File: src/rtl/cb_updown_cnt.sv
// Cascadable up/down counter register with direction control, synchronous
// load, programmable modulus and optional saturation at the terminal value.
module cb_updown_cnt #(
  parameter int unsigned     WIDTH       = 8,
  parameter longint unsigned MODULUS     = 0,
  parameter bit              SATURATE    = 1'b0,
  parameter longint unsigned RESET_VALUE = 0
) (
  input  logic             CK,
  input  logic             CDN,
  input  logic             SP,
  input  logic             CI,
  input  logic             CON,
  input  logic             LD,
  input  logic [WIDTH-1:0] D,
  output logic [WIDTH-1:0] Q,
  output logic             CO,
  output logic             WRAP
);

  // One extra bit so a full 2^WIDTH modulus is representable.
  localparam int unsigned     MW      = WIDTH + 1;
  localparam logic [MW-1:0]   MOD_EFF = (MODULUS == 0) ? (MW'(1) << WIDTH) : MW'(MODULUS);
  localparam logic [WIDTH-1:0] TOP    = WIDTH'(MOD_EFF - MW'(1));
  localparam logic [WIDTH-1:0] RST_Q  = WIDTH'(RESET_VALUE);

  logic             at_term_c;
  logic             d_in_range_c;
  logic [WIDTH-1:0] q_next_c;
  logic             wrap_next_c;

  // Terminal value depends on the live direction, so CO follows CON at once.
  always_comb begin
    at_term_c    = CON ? (Q == TOP) : (Q == '0);
    d_in_range_c = ({1'b0, D} < MOD_EFF);
    q_next_c     = Q;
    wrap_next_c  = 1'b0;
    if (SP) begin
      if (LD) begin
        q_next_c = d_in_range_c ? D : TOP;
      end else if (CI) begin
        if (!at_term_c) begin
          q_next_c = CON ? (Q + WIDTH'(1)) : (Q - WIDTH'(1));
        end else begin
          wrap_next_c = 1'b1;
          if (!SATURATE) begin
            q_next_c = CON ? '0 : TOP;
          end
        end
      end
    end
  end

  assign CO = CI & at_term_c;

  always_ff @(posedge CK or negedge CDN) begin
    if (!CDN) begin
      Q    <= RST_Q;
      WRAP <= 1'b0;
    end else begin
      Q    <= q_next_c;
      WRAP <= wrap_next_c;
    end
  end

endmodule

File: config.mk
export PLATFORM = sky130hd
export DESIGN_NAME = cb_updown_cnt
export DESIGN_NICKNAME = d
export VERILOG_FILES = /design/src/rtl/cb_updown_cnt.sv
export SDC_FILE = /design/constraint.sdc
export NUM_CORES = 1
export LEC_CHECK = 0
export ABC_AREA = 0
export CORE_MARGIN = 2
export CORE_UTILIZATION = 40
export CTS_CLUSTER_DIAMETER = 30
export DETAILED_ROUTE_END_ITERATION = 10
export PLACE_DENSITY = 0.77
export SLEW_MARGIN = 0
export SYNTH_ARGS = -nofsm -noshare
export SYNTH_HDL_FRONTEND = slang
export SYNTH_SLANG_ARGS = --single-unit
File: constraint.sdc
create_clock -name CK -period 2.63 [get_ports CK]
set_clock_uncertainty 0.15 [all_clocks]
set_input_delay 0.526 -clock CK [delete_from_list [all_inputs] [get_ports CK]]
set_output_delay 0.526 -clock CK [all_outputs]
set_load 0.005 [all_outputs]
Word-level counts from Yosys, hierarchy flattened
Index checks and enable logic that the tools add are counted.

Add/subtract/negate cells: 2. Reductions and logical operators: 3. Mux-type cells: 10. Bitwise gates (word level): 1. Equal/unequal tests: 1.

Operators with widths (number): two-way mux 8 bit (5); adder 8 x 1 -> 8 bit (second input constant) (1); equality test 8 bit (second input constant) (1); logical NOT 8 bit (1); subtractor 8 x 1 -> 8 bit (second input constant) (1); two-way mux 1 bit (5); AND reduction 2 bit (1); nonzero test 2 bit (1); bitwise AND 1 bit (1).

Output and inout bits: 10. Input port bits: 14. Register bits: 9. Logic and storage cells: 19.

Longest topological paths before layout
Gate-level depths: netlist (run 1).

Depth after elaboration: 6. Depth in mapped cells: 7. Gate-level depth less buffers: 7.

Worst setup path after synthesis (run 1)
OpenSTA, ideal clock, no wires.

Path type: input port to flip-flop. Start: input port CON. End: register Q[6]. Buffers on the path: 0. Path slack: 0.575 ns. Required time: 2.406 ns. Data arrival time: 1.830 ns. Library setup time: 0.074 ns. Cell stages on the path: 7. Cells stage by stage: inv_1 -> ha_1 -> a21o_1 -> nand4_1 -> a211o_1 -> a32o_1 -> o21ai_2.

Longest elaborated chain between the ends: 4. Elaborated cells on any way between the ends: 6. Classes of those cells: 6 x mux.

RTL lines: from (decl) (RTL line 13) `input logic CON,`; two-way mux 8 bit, or another cell as far along (RTL line 43) `q_next_c = CON ? (Q + WIDTH'(1)) : (Q - WIDTH'(1));`; two-way mux 8 bit * (RTL line 42) `if (!at_term_c) begin`; two-way mux 8 bit * (RTL line 41) `end else if (CI) begin`; two-way mux 8 bit * (RTL line 39) `if (LD) begin`; to (signal assigned) (RTL line 61) `Q <= q_next_c;`; to (decl) (RTL line 16) `output logic [WIDTH-1:0] Q,`.

Mark *: on every way between the ends. The rest lies on a longest branch, timed or not. The select of a mux whose other input is x is not followed. A chain may end at the register's enable or synchronous reset.

Final worst setup path (run 1)
Start: input port CON. End: register Q[5].

Same word-level chain as after synthesis.

==> results.json, run 1 <==
{
  "synthCells": 94,
  "io_buffers": 23,
  "max-slew-margin-rel": 0.660,
  "synth_edf_count": 0,
  "vias_per_cell": 5.52,
  "finalSetupViolations": 0,
  "fill_cells": 169,
  "drt_wl_total_mm": 2.30,
  "min_path_type": "in2async",
  "wl_per_cell_um": 14.0,
  "synthAdderAreaFrac": 0.119,
  "area_delta_synth_final_pct": 56.5,
  "regToRegSetupSlack_ns": 0.58,
  "post-route-util": 0.651,
  "start_kind": "input port",
  "reg2reg_to": "Q[6]",
  "r2r-start": "Q[5]",
  "synthTopCellsByCount": "10 x nand2_1, 9 x dfrtp_1, 8 x o21ai_0, 7 x nand3_1",
  "ys_types": 34,
  "synthArstFlopShare": 1.00,
  "place_area_um2": 1140,
  "critPathCaptureType": "register",
  "timing.final.crit_share": 0.929,
  "ctsHoldBuffers": 0,
  "power_leakage_nw": 0.558,
  "slowest_stage": "ha_1",
  "synth-seq-cells": 9,
  "cpPeakStageDelay_ns": 0.32,
  "diodes": 0,
  "syn_avg_cell_area_um2": 8.51,
  "clk_pin_slew_ns": 0.07,
  "yosys.area_share.simple": 0.210,
  "insertion_delay_ns": 0.27,
  "synth_top_family_by_area": "compound AO/OA/AOI/OAI gates",
  "grt_max_degree": 14,
  "yosysTopAreaCell": "dfrtp_1",
  "boundaryPins": 24,
  "crit_fanout": 7,
  "tightestPinTransition_ns": 0.508,
  "chipHeight_um": 48.7,
  "power_density_nw_per_um2": 665,
  "drcViolationCount": 0,
  "finalHoldViolCount": 0,
  "root_buffer": "clkbuf_4",
  "fin_nets": 159,
  "grt_usage": 0.200,
  "status": "finished, final reports clean",
  "yosysWarnings": 0,
  "grt_setup_unrepaired": "false",
  "slew_violations": 0,
  "synth_seq_area_share": 0.282,
  "grt_antenna_before_repair": 0,
  "path_cells": "dlygate4sd2_1 > buf_4 > inv_1 > ha_1 > o21ai_0 > o21bai_1 > a21oi_1 > xor2_1 > o221ai_1",
  "yosys_most_used_dff": "dfrtp_1",
  "cts_tree": "done",
  "yosys.cell_count.top_type": "nand2_1",
  "crit_family": "compound AO/OA/AOI/OAI gates",
  "grt.overflow.total": 0,
  "maxCapViolCount": 0,
  "synth_top_area_share": 0.282,
  "start_util": 0.416,
  "synthTopCellsByArea": "dfrtp_1 28%, ha_1 9.4%, o21ai_0 5.0%, nand2_1 4.7%, nand3_1 4.4%",
  "drive_above_1_share": 0.255,
  "fp.dieW_um": 48.7,
  "crit_buf_inv": 3,
  "pre_cts_ws_ns": -0.262,
  "path_class": "in2reg",
  "ff2ff_path_depth": 7,
  "firstDrtPassIters": 4,
  "core_area_um2": 1920,
  "finalPower_mw": 0.832,
  "layout_min_cycle_time_ns": 2.44,
  "clk_path_buf_depth": 2,
  "grt_pass1_wl_mm": 3.74,
  "arrival_ns": 2.43,
  "synth_mux_area_frac": 0,
  "ir_drop_uv": 584,
  "grt_pass1_vias": 897,
  "htreeDepth": 1,
  "fin_ws_ns": 0.187,
  "worst_ep_required_time_ns": 2.62,
  "cts_made_buffers": 3,
  "dp_hpwl_mm": 1.66,
  "gp_congestion": 0.850,
  "syn-num-nets": 115,
  "ant_nets": 0,
  "fin_area_um2": 1250,
  "fmax_mhz": 409,
  "synth_xor_area_frac": 0.0548,
  "die_area_um2": 2370,
  "routed-via-count": 906,
  "syn_area_um2": 800,
  "cts_sinks": 9,
  "row_count": 16,
  "drt_iter0_markers": 48,
  "synth-compound-area-share": 0.293
}
-- final cells by class --
cell class | count | area, µm² | share of cell area
repair buffers | 42 | 374 | 0.299
multi-input cells | 78 | 571 | 0.456
well taps | 27 | 33.8 | 0.0270
flip-flops and latches | 9 | 231 | 0.185
inverters | 4 | 15.0 | 0.0120
clock buffers | 4 | 26.3 | 0.0210
-- where the power goes --
part	internal, mW	switching, mW
sequential	0.176	0.0539
clock	0.0588	0.0548
combinational	0.279	0.210
-- routing by layer --
metal  part of all wire  track usage
met1               0.41        0.232
met2               0.50        0.354
met3              0.073       0.0741
met4              0.017       0.0333
met5                  0            0
-- logic make-up after synthesis --
kind of cell    after synthesis
xor+xnor                      5
fa+ha+maj                     7
flops                         9
buf+inv                       7
compound gates               32
simple gates                 34
-- registers in the layout (all words and copies together), names as in the netlist --
signal,flops
Q,8
WRAP,1
-- cells in the final DEF, fill, tap and decap left out, types with 4 or more instances in the layout --
cell	instances
clkdlybuf4s50_1	21
buf_4	19
nand2_1	10
o21ai_0	8
nand3_1	6
a21oi_1	6
ha_1	6
dfrtp_2	5
dfrtp_1	4
inv_1	4
-- through the flow --
step	std cells	setup TNS, ns	hold slack, ns
final	164	0	0.401
after global routing	164	0	0.423
after CTS	159	0	0.418
after detailed placement	154	-1.29	0.402
after global placement	154	-1.10	0.404
after floorplan	94	0	0.0804
-- repair_timing --
item,in CTS,in global routing
cloned,0,0
setup endpoints to repair,1,1
buffers inserted,1,5
pin swaps,2,1
resized for setup,4,8
-- how the worst max path moves through the flow --
stage,depth (start not counted),endpoint,slack [ns],startpoint
after floorplan,7,Q[6],0.58,CON
after global placement,5,CO,-0.21,CON
after detailed placement,9,Q[5],-0.26,CON
after CTS,4,CO,0.01,Q[5]
after global routing,9,Q[5],0.08,CON
final,9,Q[5],0.19,CON
No activity file was read; power rests on OpenSTA's default activity.
==> inputs of run 2 (changes only) <==
--- a/config.mk
+++ b/config.mk
@@ -6,6 +6,7 @@
 export NUM_CORES = 1
 export LEC_CHECK = 0
 export ABC_AREA = 0
+export CORE_ASPECT_RATIO = 0.75
 export CORE_MARGIN = 2
 export CORE_UTILIZATION = 40
 export CTS_CLUSTER_DIAMETER = 30
==> run 2 against run 1 <==
Compared with the run above:
- critical path depth up 1
- total power up 2.4%
- clock power about the same
- core utilization up 4.1 points
- worst setup slack better by 0.18 ns
- critical path type unchanged
- largest power group unchanged
==> results.json, run 2 (synthesis gave the netlist of run 1 again) <==
{
  "dp_hpwl_mm": 1.82,
  "ant_nets": 0,
  "root_buffer": "clkbuf_4",
  "slowest_stage": "fa_1",
  "die_area_um2": 2380,
  "max-slew-margin-rel": 0.662,
  "gp_congestion": 0.784,
  "power_leakage_nw": 0.561,
  "pre_cts_ws_ns": -0.250,
  "drcViolationCount": 0,
  "chipHeight_um": 42.7,
  "drt_wl_total_mm": 2.66,
  "tightestPinTransition_ns": 0.504,
  "finalHoldViolCount": 0,
  "fill_cells": 155,
  "path_class": "in2reg",
  "setup_tns_ns": 0,
  "clk_pin_slew_ns": 0.07,
  "wl_per_cell_um": 16.6,
  "slew_violations": 0,
  "grt.overflow.total": 0,
  "layout_min_cycle_time_ns": 2.26,
  "path_cells": "clkbuf_2 > buf_4 > inv_1 > buf_4 > fa_1 > a21o_1 > nand4_1 > nand4_1 > a32o_1 > o21ai_2",
  "boundaryPins": 24,
  "p_int_mw": 0.517,
  "timing.final.crit_share": 0.861,
  "ir_drop_uv": 392,
  "row_count": 13,
  "htreeDepth": 1,
  "core_area_um2": 1810,
  "largest_register": "Q",
  "start_util": 0.443,
  "drt_iter0_markers": 49,
  "largest_reg_flops": 8,
  "ctsHoldBuffers": 0,
  "crit_buf_inv": 4,
  "start_kind": "input port",
  "io_buffers": 23,
  "min_path_type": "in2async",
  "diodes": 0,
  "insertion_delay_ns": 0.27,
  "reg_top3": "Q x8, WRAP x1",
  "critPathCaptureType": "register",
  "grt_pass1_vias": 904,
  "finalSetupViolations": 0,
  "grt_usage": 0.225,
  "cts_made_buffers": 3,
  "final_cell_mix": "21 x clkdlybuf4s50_1, 20 x buf_4, 10 x nand2_1, 8 x o21ai_0",
  "power.share.sequential": 0.269,
  "power_density_nw_per_um2": 683,
  "pwr-share-clk": 0.136,
  "crit_family": "compound AO/OA/AOI/OAI gates",
  "cpPeakStageDelay_ns": 0.40,
  "combPwrFrac": 0.595,
  "grt_setup_unrepaired": "false",
  "layout_commonest_cell": "clkdlybuf4s50_1",
  "crit_fanout": 7,
  "firstDrtPassIters": 6,
  "fp.dieW_um": 55.6,
  "worst_ep_required_time_ns": 2.69,
  "drive_above_1_share": 0.268,
  "fin_ws_ns": 0.366,
  "grt_pass1_wl_mm": 4.11,
  "area_delta_synth_final_pct": 56.2,
  "fmax_mhz": 442,
  "cts_tree": "done",
  "fin_nets": 160,
  "cts_sinks": 9,
  "routed-via-count": 947,
  "grt_max_degree": 14,
  "maxCapViolCount": 0,
  "status": "finished, final reports clean",
  "p_sw_mw": 0.335,
  "vias_per_cell": 5.92,
  "arrival_ns": 2.32,
  "clk_path_buf_depth": 2,
  "swShare": 0.393,
  "grt_antenna_before_repair": 0
}
[run 2: cell count changes in the layout (fill, tap and decap cells not counted)]
cell,before,now
buf_4,19,20
clkbuf_2,0,1
dlygate4sd2_1,1,0
[run 2: timing repair]
item | in CTS | in global routing
resized for setup | 7 | 7
endpoints found under the setup margin | 1 | 1
pin swaps | 2 | 4
setup buffers | 0 | 8
[run 2: path summary, 6_finish.rpt]
path | slack (ns) | from | end | cells after the start
max in group asynchronous | 1.54 | CDN | Q[3] | 1
worst min-delay path | 0.42 | CDN | Q[4] | 1
worst max-delay path | 0.37 | CON | Q[6] | 10
min in group CK | 0.42 | Q[5] | Q[5] | 2
worst min register to register | 0.42 | Q[5] | Q[5] | 2
worst max register to register | 0.49 | Q[0] | Q[6] | 7
[run 2: stage by stage]
| stage | hold slack [ns] | total power [mW] | instances | util | area, µm² |
|---|---|---|---|---|---|
| after floorplan | 0.0804 | 0.451 | 94 | - | 800 |
| after global placement | 0.403 | 0.632 | 148 | 0.625 | 1130 |
| after detailed placement | 0.417 | 0.647 | 148 | 0.625 | 1130 |
| after CTS | 0.427 | 0.779 | 152 | 0.654 | 1180 |
| after global routing | 0.465 | 0.917 | 160 | 0.692 | 1250 |
| final | 0.420 | 0.852 | 160 | 0.692 | 1250 |
[run 2: layer usage]
metal | share of wire | GRT usage
met5 | 0 | 0
met4 | 0.033 | 0.0732
met3 | 0.087 | 0.0732
met2 | 0.46 | 0.362
met1 | 0.42 | 0.286
[run 2: power by group through the flow]
stage          combinational [mW]  sequential, mW  clock (mW)
4_1_cts                     0.430           0.236       0.114
5_1_grt                     0.559           0.235       0.124
2_1_floorplan               0.232           0.220           0
3_5_place_dp                0.421           0.226           0
6_report                    0.507           0.229       0.116
3_3_place_gp                0.408           0.225           0
[run 2: final cells by class]
cell class	count	area, µm²	area share
clock buffer	4	26.3	0.0210
multi-input combinational	78	571	0.457
inverter	4	15.0	0.0120
tap	22	27.5	0.0220
sequential	9	231	0.185
timing repair buffer	43	378	0.303
